[src/rtl/spi_xfer_arbiter.sv]
// spi_xfer_arbiter: round-robin sharing of one SPI byte engine between a
// stream port (A) and a configuration port (B). One byte per grant, with
// start/done timeouts and a forced idle gap between transfers.
module spi_xfer_arbiter #(
    parameter int GAP_CYCLES = 4,
    parameter int START_TO   = 16,
    parameter int DONE_TO    = 2048
) (
    input  logic       clk,
    input  logic       rst_n,
    input  logic       req_a,
    input  logic [7:0] data_a,
    output logic       gnt_a,
    output logic       rvalid_a,
    input  logic       req_b,
    input  logic [7:0] data_b,
    output logic       gnt_b,
    output logic       rvalid_b,
    output logic [7:0] rdata,
    output logic [7:0] spi_data,
    output logic       spi_valid,
    input  logic       spi_busy,
    input  logic       spi_done,
    input  logic [7:0] spi_rddata,
    output logic       timeout_err,
    output logic       owner,
    output logic       arb_busy
);

    localparam int TMAX_CYC = (START_TO > DONE_TO) ? START_TO : DONE_TO;
    localparam int TW       = $clog2(TMAX_CYC) + 1;

    // Terminal counts are one less than the limit: the timer starts at zero
    // on entry, so the abort edge lands exactly LIMIT cycles after entry.
    localparam logic [TW-1:0] START_LIM = TW'(START_TO - 1);
    localparam logic [TW-1:0] DONE_LIM  = TW'(DONE_TO - 1);
    localparam logic [TW-1:0] GAP_LIM   = TW'(GAP_CYCLES - 1);
    localparam logic [TW-1:0] TIMER_SAT = {TW{1'b1}};

    typedef enum logic [2:0] {
        ST_IDLE      = 3'd0,
        ST_ISSUE     = 3'd1,
        ST_WAIT_BUSY = 3'd2,
        ST_WAIT_DONE = 3'd3,
        ST_RESP      = 3'd4,
        ST_GAP       = 3'd5
    } state_t;

    state_t          state_q, state_d;
    logic [TW-1:0]   timer_q, timer_d, timer_inc_s;
    logic [7:0]      spi_data_q, spi_data_d;
    logic [7:0]      rdata_q, rdata_d;
    logic            owner_q, owner_d;
    logic            last_q, last_d;      // last winner; the other port is favoured
    logic            gnt_a_q, gnt_a_d, gnt_b_q, gnt_b_d;
    logic            rvalid_a_q, rvalid_a_d, rvalid_b_q, rvalid_b_d;
    logic            spi_valid_q, spi_valid_d;
    logic            timeout_err_q, timeout_err_d;
    logic            arb_busy_q;

    // Saturating increment so a stalled state never wraps the timer.
    always_comb begin
        if (timer_q == TIMER_SAT) begin
            timer_inc_s = timer_q;
        end else begin
            timer_inc_s = timer_q + TW'(1);
        end
    end

    // Next-state and next-output logic for the arbitration FSM.
    always_comb begin
        state_d       = state_q;
        timer_d       = timer_q;
        spi_data_d    = spi_data_q;
        rdata_d       = rdata_q;
        owner_d       = owner_q;
        last_d        = last_q;
        gnt_a_d       = 1'b0;
        gnt_b_d       = 1'b0;
        rvalid_a_d    = 1'b0;
        rvalid_b_d    = 1'b0;
        spi_valid_d   = 1'b0;
        timeout_err_d = 1'b0;

        case (state_q)
            ST_IDLE: begin
                if (req_a && (!req_b || last_q)) begin
                    gnt_a_d    = 1'b1;
                    spi_data_d = data_a;
                    owner_d    = 1'b0;
                    state_d    = ST_ISSUE;
                end else if (req_b) begin
                    gnt_b_d    = 1'b1;
                    spi_data_d = data_b;
                    owner_d    = 1'b1;
                    state_d    = ST_ISSUE;
                end else begin
                    state_d    = ST_IDLE;
                end
            end
            ST_ISSUE: begin
                spi_valid_d = 1'b1;
                timer_d     = '0;
                state_d     = ST_WAIT_BUSY;
            end
            ST_WAIT_BUSY: begin
                if (spi_done) begin
                    rdata_d    = spi_rddata;
                    rvalid_a_d = ~owner_q;
                    rvalid_b_d = owner_q;
                    state_d    = ST_RESP;
                end else if (spi_busy) begin
                    timer_d = '0;
                    state_d = ST_WAIT_DONE;
                end else if (timer_q >= START_LIM) begin
                    timeout_err_d = 1'b1;
                    last_d        = owner_q;
                    timer_d       = '0;
                    state_d       = ST_GAP;
                end else begin
                    timer_d = timer_inc_s;
                end
            end
            ST_WAIT_DONE: begin
                if (spi_done) begin
                    rdata_d    = spi_rddata;
                    rvalid_a_d = ~owner_q;
                    rvalid_b_d = owner_q;
                    state_d    = ST_RESP;
                end else if (timer_q >= DONE_LIM) begin
                    timeout_err_d = 1'b1;
                    last_d        = owner_q;
                    timer_d       = '0;
                    state_d       = ST_GAP;
                end else begin
                    timer_d = timer_inc_s;
                end
            end
            ST_RESP: begin
                last_d  = owner_q;
                timer_d = '0;
                state_d = ST_GAP;
            end
            ST_GAP: begin
                if ((timer_q >= GAP_LIM) && !spi_busy) begin
                    state_d = ST_IDLE;
                end else begin
                    timer_d = timer_inc_s;
                end
            end
            default: begin
                state_d = ST_IDLE;
            end
        endcase
    end

    // State, datapath and output registers.
    always_ff @(posedge clk or negedge rst_n) begin
        if (!rst_n) begin
            state_q       <= ST_IDLE;
            timer_q       <= '0;
            spi_data_q    <= 8'h00;
            rdata_q       <= 8'h00;
            owner_q       <= 1'b0;
            last_q        <= 1'b1;
            gnt_a_q       <= 1'b0;
            gnt_b_q       <= 1'b0;
            rvalid_a_q    <= 1'b0;
            rvalid_b_q    <= 1'b0;
            spi_valid_q   <= 1'b0;
            timeout_err_q <= 1'b0;
            arb_busy_q    <= 1'b0;
        end else begin
            state_q       <= state_d;
            timer_q       <= timer_d;
            spi_data_q    <= spi_data_d;
            rdata_q       <= rdata_d;
            owner_q       <= owner_d;
            last_q        <= last_d;
            gnt_a_q       <= gnt_a_d;
            gnt_b_q       <= gnt_b_d;
            rvalid_a_q    <= rvalid_a_d;
            rvalid_b_q    <= rvalid_b_d;
            spi_valid_q   <= spi_valid_d;
            timeout_err_q <= timeout_err_d;
            arb_busy_q    <= (state_d != ST_IDLE);
        end
    end

    assign gnt_a       = gnt_a_q;
    assign gnt_b       = gnt_b_q;
    assign rvalid_a    = rvalid_a_q;
    assign rvalid_b    = rvalid_b_q;
    assign rdata       = rdata_q;
    assign spi_data    = spi_data_q;
    assign spi_valid   = spi_valid_q;
    assign timeout_err = timeout_err_q;
    assign owner       = owner_q;
    assign arb_busy    = arb_busy_q;

endmodule

[config.mk]
export PLATFORM = sky130hd
export DESIGN_NAME = spi_xfer_arbiter
export DESIGN_NICKNAME = d
export VERILOG_FILES = /design/src/rtl/spi_xfer_arbiter.sv
export SDC_FILE = /design/constraint.sdc
export NUM_CORES = 1
export LEC_CHECK = 0
export BUFFER_PORTS_ARGS = -buffer_cell sky130_fd_sc_hd__buf_4
export CORE_ASPECT_RATIO = 0.6
export CORE_UTILIZATION = 41
export DETAILED_ROUTE_END_ITERATION = 8
export HOLD_SLACK_MARGIN = 0.06
export SYNTH_ARGS = -nofsm -noshare
export SYNTH_HDL_FRONTEND = slang
export SYNTH_SLANG_ARGS = --single-unit
[constraint.sdc]
create_clock -name clk -period 2.5 [get_ports clk]
set_clock_uncertainty 0.2 [all_clocks]
set_input_delay 0.625 -clock clk [delete_from_list [all_inputs] [get_ports clk]]
set_output_delay 0.625 -clock clk [all_outputs]
set_load 0.005 [all_outputs]
==> run_results.csv <==
group,metric,value,unit
job,cap_violations,0,
clock_network,cts_max_level,2,
detailed_routing,num_vias,1658,
sta,period_share,0.935,
clock_network,cts_root_buffer,"clkbuf_8",
clock_network,numCtsBuffers,5,
setup_path,path_max_fanout,8,
floorplan,core-area,4610,µm²
sta,hold_viol,0,
global_routing,overflow,0,
yosys,yosysSeqAreaShare,0.505,
setup_path,worstPathArrival,2.32,ns
setup_path,crit_required,2.48,ns
worst_hold_path,worstHoldPathType,"primary input to async pin",
yosys,synth.distinct_cells,44,
power,peakVddDrop,0.419,mV
sta,rsz0062_at_grt,"false",
final_layout,layout.cells.non_filler,316,
setup_path,crit_path_max_incr_delay,0.73,ns
detailed_routing,drt-pass1-iter-count,4,
clock_network,cts_resized,0,
floorplan,die_x,91.8,µm
yosys,ys_seq_elements,40,
detailed_routing,ant_nets,0,
yosys,synth_area_leader_cell,"dfrtp_1",
power,p_leak,1.23,nW
clock_network,tritoncts,"yes",
clock_network,hold_buffers,0,
global_routing,grt_pass1_vias,1570,
yosys,synth_edf_count,0,
floorplan,rows,19,
floorplan,ios,54,
clock_network,cts_sinks,40,
detailed_routing,drtIter0Drc,153,
final_layout,fin_nets,283,
clock_network,cts.path.max_buffers,2,
detailed_routing,wl,4730,µm
floorplan,fp.dieArea,5130,µm²
setup_path,r2r_slack,0.16,ns
sta,slew_headroom,0.600,
final_layout,syn_to_final_growth,29.4,%
placed_design,io_buffers,53,
yosys,synth_fp_nets,223,
setup_path,crit_type,"flop to flop",
setup_path,slowest_stage,"or4_1",
clock_network,clk_pin_slew,0.08,ns
setup_path,start_kind,"flop",
detailed_routing,post_drt_wl_per_cell,15.0,µm
setup_path,cp_top_family,"simple AND/OR/NAND/NOR gates",
detailed_routing,drc_errors,0,
detailed_routing,vias_per_cell,5.25,
placed_design,hpwl,3570,µm
yosys,synth_area_leaders,"dfrtp_1 49%, mux2_2 4.5%, mux2i_1 4.0%",
yosys,synthArstFlopShare,1.00,
yosys,avgSynthCellArea,10.3,µm²
yosys,ys.flop_type,"dfrtp_1",
setup_path,end_kind,"flop",
setup_path,path_buf_inv,0,
sta,tightest_slew,0.596,ns
setup_path,worst-path-stages,6,
sta,period_needed,2.34,ns
sta,fmax,428,MHz
final_layout,n_antenna_cell,0,
yosys,netlist_area,1980,µm²
final_layout,layout-drive-gt1-share,0.328,
sta,tns,0,ns
setup_path,cp_cell_sequence,"ha_1, nand3_1, or4_1, nand4_2, xor2_1, nor2_1",
clock_network,insertion_delay,0.29,ns
sta,finalSetupViolations,0,
global_routing,grt_max_degree,41,
yosys,postSynthCellCount,192,
floorplan,fp.dieH,55.9,µm
yosys,ys_warn_count,0,
sta,slew_viol_final,0,
setup_path,ff2ff_path_depth,6,
global_routing,grt_pass1_wl,7830,µm
global_routing,grt.total_usage,0.201,
global_routing,grt_antenna_before_repair,0,
clock_network,post_cts_buffers,0,
placed_design,place_congestion,0.878,
floorplan,start_util,0.430,
power,power.density,999,nW/µm²
outcome,outcome,"finished clean",
placed_design,placedCellCount,308,
yosys,synth_top_cell_area_share,0.492,
## final cells by class
type / instances / area [µm²]
Clock buffer: 6 / 72.6
Fill cell: 434 / 2040
Sequential cell: 40 / 1000
Inverter: 5 / 18.8
Clock inverter: 2 / 12.5
Tap cell: 63 / 78.8
Timing Repair Buffer: 60 / 450
Multi-Input combinational cell: 140 / 933
## report_power, final
group	leakage, nW	switching (mW)	internal (mW)
registers	0.512	0.155	0.867
logic	0.673	0.557	0.571
clock network	0.0412	0.219	0.195
total	1.23	0.932	1.63
## Yosys cell counts (all sizes together), types with 2 or more instances
cell	number
nand2	15
buf	4
mux2	9
and3	7
o21ai	17
mux2i	8
a21oi	10
nand2b	4
nand4	6
inv	5
xor2	5
dfrtp	39
nor4	4
a31oi	4
clkbuf	3
nand3	9
nor3	5
o22ai	2
or3	3
a211oi	3
nor2	15
## flip-flops by register name, indices dropped and copies added (netlist names)
register,count
rvalid_a,1
last_q,1
state_q,3
rdata,8
timer_q,12
gnt_b,1
rvalid_b,1
owner,1
spi_valid,1
spi_data,8
gnt_a,1
timeout_err,1
arb_busy,1
## cells in the final DEF, fill, tap and decap left out, types with 2 or more instances in the layout
cell type	count
xor2_1	5
nor3_1	5
mux2i_1	8
nand3_1	8
nand2_1	15
nor2_1	15
inv_1	5
or3_1	3
o22ai_1	2
mux2_2	8
nand4_1	5
nor4_1	2
buf_4	60
clkbuf_8	5
nand2b_1	4
a21oi_1	10
a31oi_1	3
a211oi_1	3
o21ai_1	6
dfrtp_1	39
and3_1	7
o21ai_0	10
nor4_4	2
## kinds of logic (layout without fill, tap and decap cells)
| logic type | count (synthesis) | in the layout | share of synthesized area |
|---|---|---|---|
| muxes | 17 | 17 | 0.0914 |
| AOI/OAI and AO/OA | 42 | 42 | 0.132 |
| buffers and inverters | 12 | 73 | 0.0246 |
| and+or+nand+nor | 75 | 75 | 0.218 |
| DFF | 40 | 40 | 0.505 |
| adders and majority gates | 1 | 1 | 0.00630 |
| xor gates and xnor gates | 5 | 5 | 0.0221 |
## metrics by stage
| step | utilization | total power, mW | instance area (µm²) | setup WS (ns) | hold slack, ns |
|---|---|---|---|---|---|
| after floorplan | - | 1.63 | 1980 | 0.463 | 0.129 |
| after global placement | 0.539 | 2.16 | 2480 | 0.262 | 0.270 |
| after detailed placement | 0.539 | 2.16 | 2480 | 0.181 | 0.274 |
| after CTS | 0.557 | 2.59 | 2570 | 0.161 | 0.115 |
| after global routing | 0.557 | 2.76 | 2570 | 0.0313 | 0.141 |
| final | 0.557 | 2.56 | 2570 | 0.162 | 0.103 |
## path summary, 6_finish.rpt
kind                        startpoint          end
max                         timer_q[0]   timer_q[7]
min in group clk           spi_data[0]  spi_data[0]
max reg2reg                 timer_q[0]   timer_q[7]
min                              rst_n    spi_valid
max in group asynchronous        rst_n       last_q
min reg2reg                spi_data[0]  spi_data[0]
## metal layers
metal	wire length, µm	track usage
met1	2520	0.320
met2	1790	0.258
met3	365	0.0560
met4	54	0.0603
met5	0	0
No activity file was read; power rests on OpenSTA's default activity.
